### src/rtl/div_pkg.sv
// Shared types and constants for the divider request scheduler.
package div_pkg;

  localparam int unsigned DIV_W = 32;

  typedef enum logic [1:0] {
    IDLE,
    ISSUE,
    WAIT,
    HOLD
  } state_t;

  // Quotient reported for a divide-by-zero; all ones in every bit.
  localparam logic [DIV_W-1:0] DIV0_COC = '1;

endpackage

### src/rtl/div_watchdog.sv
// WAIT-state watchdog: counts cycles spent waiting for the divider and, on expiry,
// drives a registered active-low abort for exactly two cycles.
module div_watchdog #(
  parameter int unsigned TIMEOUT_CYC = 1 << 20
) (
  input  logic clk_i,
  input  logic rst_ni,
  input  logic clear_i,
  input  logic run_i,
  input  logic done_i,
  output logic expire_o,
  output logic busy_o,
  output logic last_o,
  output logic abort_n_o
);

  localparam int unsigned CntW = $clog2(TIMEOUT_CYC + 1);

  logic [CntW-1:0] cnt_q, cnt_d;
  logic [1:0]      abort_cnt_q, abort_cnt_d;
  logic            abort_n_q, abort_n_d;

  assign busy_o    = (abort_cnt_q != 2'd0);
  assign last_o    = (abort_cnt_q == 2'd1);
  // Expire after TIMEOUT_CYC full cycles in WAIT; a done on the same edge wins.
  assign expire_o  = run_i && !done_i && !busy_o && (cnt_q == CntW'(TIMEOUT_CYC - 1));
  assign abort_n_o = abort_n_q;

  always_comb begin
    cnt_d       = cnt_q;
    abort_cnt_d = abort_cnt_q;
    if (clear_i) begin
      cnt_d = '0;
    end else if (run_i && !busy_o && (cnt_q != CntW'(TIMEOUT_CYC))) begin
      cnt_d = cnt_q + 1'b1;
    end
    if (expire_o) begin
      abort_cnt_d = 2'd2;
    end else if (busy_o) begin
      abort_cnt_d = abort_cnt_q - 2'd1;
    end
    abort_n_d = (abort_cnt_d == 2'd0);
  end

  always_ff @(posedge clk_i or negedge rst_ni) begin
    if (!rst_ni) begin
      cnt_q       <= '0;
      abort_cnt_q <= 2'd0;
      abort_n_q   <= 1'b1;
    end else begin
      cnt_q       <= cnt_d;
      abort_cnt_q <= abort_cnt_d;
      abort_n_q   <= abort_n_d;
    end
  end

endmodule

### src/rtl/div_request_scheduler.sv
// Sequencer in front of the multi-cycle signed divider: one operation in flight,
// divide-by-zero screening, result held until consumed. Define DIV_TIMEOUT_EN for a WAIT watchdog.
module div_request_scheduler
  import div_pkg::*;
#(
  parameter int unsigned W           = DIV_W,
  parameter int unsigned TIMEOUT_CYC = 1 << 20
) (
  input  logic         CLK,
  input  logic         RSTa,
  input  logic         in_valid,
  output logic         in_ready,
  input  logic [W-1:0] in_num,
  input  logic [W-1:0] in_den,
  output logic         div_start,
  output logic [W-1:0] div_num,
  output logic [W-1:0] div_den,
  input  logic [W-1:0] div_coc,
  input  logic [W-1:0] div_res,
  input  logic         div_done,
  output logic         div_rst_n,
  output logic         out_valid,
  input  logic         out_ready,
  output logic [W-1:0] out_coc,
  output logic [W-1:0] out_res,
  output logic         out_err,
  output logic         out_timeout
);

  state_t       state_q, state_d;
  logic [W-1:0] div_num_q, div_num_d;
  logic [W-1:0] div_den_q, div_den_d;
  logic [W-1:0] out_coc_q, out_coc_d;
  logic [W-1:0] out_res_q, out_res_d;
  logic         out_err_q, out_err_d;
  logic         out_timeout_q, out_timeout_d;

  logic abort_n;
  logic wd_expire;
  logic wd_busy;
  logic wd_last;

`ifdef DIV_TIMEOUT_EN
  div_watchdog #(
    .TIMEOUT_CYC(TIMEOUT_CYC)
  ) u_watchdog (
    .clk_i    (CLK),
    .rst_ni   (RSTa),
    .clear_i  (state_q == ISSUE),
    .run_i    (state_q == WAIT),
    .done_i   (div_done),
    .expire_o (wd_expire),
    .busy_o   (wd_busy),
    .last_o   (wd_last),
    .abort_n_o(abort_n)
  );
`else
  assign wd_expire = 1'b0;
  assign wd_busy   = 1'b0;
  assign wd_last   = 1'b0;
  assign abort_n   = 1'b1;

  logic unused_cfg;
  assign unused_cfg = ^TIMEOUT_CYC;
`endif

  assign in_ready    = (state_q == IDLE);
  assign div_start   = (state_q == ISSUE);
  assign out_valid   = (state_q == HOLD);
  assign div_num     = div_num_q;
  assign div_den     = div_den_q;
  assign out_coc     = out_coc_q;
  assign out_res     = out_res_q;
  assign out_err     = out_err_q;
  assign out_timeout = out_timeout_q;
  assign div_rst_n   = RSTa & abort_n;

  always_comb begin
    state_d       = state_q;
    div_num_d     = div_num_q;
    div_den_d     = div_den_q;
    out_coc_d     = out_coc_q;
    out_res_d     = out_res_q;
    out_err_d     = out_err_q;
    out_timeout_d = out_timeout_q;
    unique case (state_q)
      IDLE: begin
        if (in_valid) begin
          div_num_d     = in_num;
          div_den_d     = in_den;
          out_timeout_d = 1'b0;
          if (in_den == '0) begin
            // Package constant is all ones; replicate its bit to fit any W.
            out_coc_d = {W{DIV0_COC[0]}};
            out_res_d = in_num;
            out_err_d = 1'b1;
            state_d   = HOLD;
          end else begin
            out_err_d = 1'b0;
            state_d   = ISSUE;
          end
        end
      end
      ISSUE: state_d = WAIT;
      WAIT: begin
        // While the divider is being aborted its done output is meaningless.
        if (wd_busy) begin
          if (wd_last) begin
            state_d = HOLD;
          end
        end else if (div_done) begin
          out_coc_d = div_coc;
          out_res_d = div_res;
          state_d   = HOLD;
        end else if (wd_expire) begin
          out_timeout_d = 1'b1;
          out_coc_d     = '0;
          out_res_d     = '0;
        end
      end
      HOLD: begin
        if (out_ready) begin
          state_d = IDLE;
        end
      end
      default: state_d = IDLE;
    endcase
  end

  always_ff @(posedge CLK or negedge RSTa) begin
    if (!RSTa) begin
      state_q       <= IDLE;
      div_num_q     <= '0;
      div_den_q     <= '0;
      out_coc_q     <= '0;
      out_res_q     <= '0;
      out_err_q     <= 1'b0;
      out_timeout_q <= 1'b0;
    end else begin
      state_q       <= state_d;
      div_num_q     <= div_num_d;
      div_den_q     <= div_den_d;
      out_coc_q     <= out_coc_d;
      out_res_q     <= out_res_d;
      out_err_q     <= out_err_d;
      out_timeout_q <= out_timeout_d;
    end
  end

endmodule

### config.mk
export PLATFORM = sky130hd
export DESIGN_NAME = div_request_scheduler
export DESIGN_NICKNAME = d
export VERILOG_FILES = /design/src/rtl/div_pkg.sv /design/src/rtl/div_watchdog.sv /design/src/rtl/div_request_scheduler.sv
export SDC_FILE = /design/constraint.sdc
export NUM_CORES = 1
export LEC_CHECK = 0
export BUFFER_PORTS_ARGS = -buffer_cell sky130_fd_sc_hd__buf_2
export CAP_MARGIN = 25
export CORE_MARGIN = 2
export CORE_UTILIZATION = 50
export CTS_BUF_LIST = sky130_fd_sc_hd__clkbuf_2
export DETAILED_ROUTE_END_ITERATION = 10
export PLACE_DENSITY_LB_ADDON = 0.08
export SKIP_CTS_REPAIR_TIMING = 1
export SLEW_MARGIN = 25
export SYNTH_ARGS = -nofsm -noshare
export SYNTH_HDL_FRONTEND = slang
export SYNTH_SLANG_ARGS = --single-unit
### constraint.sdc
create_clock -name CLK -period 4.9 [get_ports CLK]
set_input_delay 0.49 -clock CLK [delete_from_list [all_inputs] [get_ports CLK]]
set_output_delay 0.49 -clock CLK [all_outputs]
set_load 0.005 [all_outputs]
# Word level (Yosys, flattened, before mapping)
# Cells that the tools add are included.
classes:
  add_sub_neg: 0
  mul: 0
  div: 0
  order_cmp: 0
  eq_ne: 7
  shift: 0
  muxes: 14
  bitwise: 0
  reduce_logical: 6
ops:
  columns: ["operator", "n"]
  rows:
  - ["$mux 32", 6]
  - ["$pmux 32 s2", 2]
  - ["$logic_not 32->1", 1]
  - ["$mux 2", 4]
  - ["$pmux 2 s4", 1]
  - ["$eq 2x2->1 const B", 2]
  - ["$ne 2x1->1 const B", 2]
  - ["$ne 2x2->1 const B", 2]
  - ["$reduce_and 4->1", 1]
  - ["$reduce_and 3->1", 1]
  - ["$eq 2x1->1 const B", 1]
  - ["$logic_not 2->1", 1]
  - ["$reduce_and 2->1", 1]
  - ["$reduce_bool 2->1", 1]
  - ["$mux 1", 1]
word_totals:
  ff_bits: 131
  latch_bits: 0
  ram_bits: 0
  mem_bits_ro: 0
  in_bits: 133
  out_inout_bits: 134
  word_cells: 33
  n_memories: 0

# Logic depth before layout (Yosys ltp)
depth:
  ltp_word: 4
  ltp_mapped: 9
  mapped_depth_nobuf: 6

# Least setup slack after synthesis
# No wires, ideal clock.
synth_timing:
  path_type: "register to register"
  start: "register state_q[0]"
  end: "register out_coc_q[10], in the netlist out_coc[10]"
  setup_time_ps: 66
  t_arrival_ps: 1892
  slack_ps: 2942
  stages_incl_launch_ff: 10
  path_buffers: 3
  cell_sequence: "dfrtp_1 inv_1 ha_1 buf_4 mux2i_1 buf_4 nor2_1 a41oi_2 buf_2 o32a_1"
synth_between:
  elab_chain_cells: 3
synth_rtl:
  columns: ["element", "line", "source"]
  rows:
  - ["start, declared", "div_request_scheduler.sv:30", "state_t state_q, state_d;"]
  - ["start signal, assigned", "div_request_scheduler.sv:140", "state_q <= state_d;"]
  - ["$eq 2x2->1 / $logic_not 2->1 (equally long branches)", "div_request_scheduler.sv:86", "unique case (state_q)"]
  - ["$ne 2x2->1 (no line), or another cell as far along", null, null]
  - ["$reduce_and 4->1 (no line)", null, null]
  - ["end signal, assigned", "div_request_scheduler.sv:143", "out_coc_q <= out_coc_d;"]
  - ["end, declared", "div_request_scheduler.sv:33", "logic [W-1:0] out_coc_q, out_coc_d;"]
# Parallel ways exist; a longest one is shown, timed or not.
# A chain may end at the register's enable or synchronous reset.

# Final worst setup path
layout_timing:
  start: "register state_q[0]"
  end: "register out_coc_q[12], in the netlist out_coc[12]"
# The elaborated chain is that of the path after synthesis.

==> results.md <==
- Crit-path max cell delay: 0.76 ns
- Starting utilization of the core area: 51.22%
- RSZ-0062 raised after global routing: false
- Fin. Hold Viols: 0
- Drt wl/cell: 18.88 um
- DRT antenna net count: 0
- Syn nets: 688
- Worst EP arrival: 3.53 ns
- Cell Chain, Critical Path: inv_1 > ha_2 > mux2i_4 > nor2_4 > a41oi_4 > o32a_1
- Final setup fails: 0
- Max-slew violation count: 0
- Crit share post-route: 60.05%
- Share of post-route cells with drive strength above 1: 44.73%
- DIE AREA: 0.01385 mm2
- Fin crit period: 2.942 ns
- Worst Clk Skew: 0.02288 ns
- DRT Pass-1 Iters: 5
- H-tree depth: 4
- Via/cell ratio: 5.761
- Vias: 5968
- TNS Setup: 0 ns
- Die X: 117.7 um
- Worst Path Max Fanout: 40
- Drt initial violations: 544
- Kind of end point of the critical path: flop
- Setup crit start kind: flop
- Fillers: 975
- Avg Synthesized Cell Area: 11.75 um2
- Final HPWL from detailed placement: 12350 um
- Die Ht: 117.7 um
- Number of global-route vias before repair: 5656
- Pwr dens: 609.5 mW/mm2
- HP Start: div_coc[30]
- CP Class: flop to flop
- Synth Warn #: 0
- VDD IR max: 0.3375 mV
- Fmax: 339.9 MHz
- R2R depth: 6
- First-pass GRT wire length: 29460 um
- IO Port Bufs: 265
- Worst slew pin tran: 0.9195 ns
- GRT Total Usage: 26.65%
- WP data required: 5.49 ns
- Post-Syn Area: 0.006464 mm2
- Syn Inst Count: 550
- Synth unique cells: 31
- Reg clk slew, reported paths: 0.19 ns
- Final worst slack: 1.958 ns
- Worst setup path start: state_q[0]$_DFFE_PN0P_
- Yosys reg bits: 131
- Largest net degree at the start of global routing: 70
- Num rows: 41
- DRC violations left: 0
- Cells on Worst Hold Path: 2
- Total gr overflow: 0
- RR Startpoint: state_q[0]$_DFFE_PN0P_
- Worst-case setup slack after placement: 1.791 ns
- Max transition margin: 38.50%
- Worst skew pair latency: 0.70 ns
- Nets: 988
- Area of the core: 0.01262 mm2
- Leakage: 4.025 nW
- Status: completed
- Root buffer cell: clkbuf_2
- IO Count: 267
- TritonCTS buffer count: 17
- Antenna violations before repair: 1
- Post-Route WL: 19560 um
- Post-synthesis sequential area ratio: 50.72%
- Clock Tree Buf Depth: 2
- Max cap viols: 0
- Hold Path Class: primary input to flop
- GPL Wtd Cong: 0.7689
- Area growth syn-to-layout: 36.64%
- TritonCTS clock tree: built
- Slowest-stage cell, CP: ha_2
- CTS sink count: 131
==> per-layer routing <==
layer / part of all wire, % / routed length (um) / GRT usage, %
met5: 0 / 0 / 0
met3: 7.3 / 1428 / 8.236
met2: 51 / 9906 / 44.62
met1: 40 / 7853 / 32.16
met4: 1.9 / 369 / 10.47
==> report_power, final <==
group | switching (W) | internal, W
Combinational | 0.00131 | 0.00132
Sequential | 0.000301 | 0.00163
Clock | 0.000394 | 0.000433
==> synth_stat cells, drive strengths merged <==
library cell	number	share of area, %
a21oi	1	0.077
a221oi	1	0.14
a31oi	1	0.097
a41oi	1	0.25
and2	1	0.097
and4	2	0.27
buf	23	2.2
clkbuf	37	2.1
conb	1	0.058
dfrtp	131	51
ha	5	0.97
inv	4	0.23
mux2	64	11
mux2i	33	5.1
nand2	3	0.17
nand3	32	2.5
nand4	34	3.5
nor2	34	2.0
nor2b	2	0.19
nor4	8	2.1
nor4b	1	0.37
o211ai	32	3.7
o21ai	34	2.6
o31a	32	4.3
o31ai	1	0.12
o32a	32	5.0
==> worst paths after layout <==
check | endpoint | slack [ns]
max reg2reg | out_coc[12]$_DFFE_PN0P_ | 1.96
max | out_coc[12]$_DFFE_PN0P_ | 1.96
min in group asynchronous | div_num[7]$_DFFE_PN0P_ | 0.32
min reg2reg | out_err$_DFFE_PN0P_ | 0.50
min | out_coc[30]$_DFFE_PN0P_ | 0.03
max in group asynchronous | div_den[0]$_DFFE_PN0P_ | 3.31
==> layout make-up <==
type	count	area, um2	area share [%]
Sequential cell	131	3278	37.12
Multi-Input combinational cell	355	2945	33.35
Timing Repair Buffer	341	2068	23.42
Tap cell	172	215.2	2.437
Clock inverter	13	212.7	2.408
Clock buffer	19	95.09	1.077
Inverter	4	15.01	0.1700
Antenna cell	1	2.502	0.02833
==> worst max-delay path, delay by kind of cell (launching register included) <==
family / cells / cell delay [ns]
flops: 1 / 0.45
buf+inv: 1 / 0.14
mux: 1 / 0.15
compound gates: 2 / 0.65
simple gates: 1 / 0.64
fa+ha+maj: 1 / 0.76
==> registers in the layout, summed over array words and instances, names as in the netlist <==
name	flops
out_err	1
div_den	32
out_coc	32
state_q	2
div_num	32
out_res	32
==> cell families (layout without fill, tap and decap cells) <==
logic type	Yosys count	after routing	synth area share, %
compound gates	135	135	16.32
fa+ha+maj	5	5	0.9679
flops	131	131	50.72
simple gates	117	117	11.13
buf+inv	64	377	4.549
other cells	1	2	0.05802
mux	97	97	16.26
==> metrics by stage <==
step	total power [W]	hold slack, ns	utilization [%]	cell area [um2]	cells
CTS	0.005357	-0.2801	64.69	8164	969
global route	0.005748	0.001357	69.99	8832	1036
floorplan	0.003523	0.1944	-	6464	550
finish	0.005383	0.03066	69.99	8832	1036
detailed placement	0.004527	0.4694	62.25	7856	937
global placement	0.004389	0.4652	62.07	7833	937
==> placed cells by master (no fill, tap or decap), drive strengths merged <==
master / count
dlygate4sd3: 66
o21ai: 34
o31ai: 1
nor4b: 1
a31oi: 1
o211ai: 32
bufinv: 6
o32a: 32
and4: 2
diode: 1
buf: 275
nand2: 3
and2: 1
dfrtp: 131
nor4: 8
a21oi: 1
nand4: 34
nor2b: 2
ha: 5
clkinvlp: 1
mux2i: 33
clkbuf: 19
mux2: 64
a41oi: 1
nand3: 32
inv: 4
clkinv: 6
conb: 1
nor2: 34
o31a: 32
a221oi: 1
No activity file was read; power rests on OpenSTA's default activity.
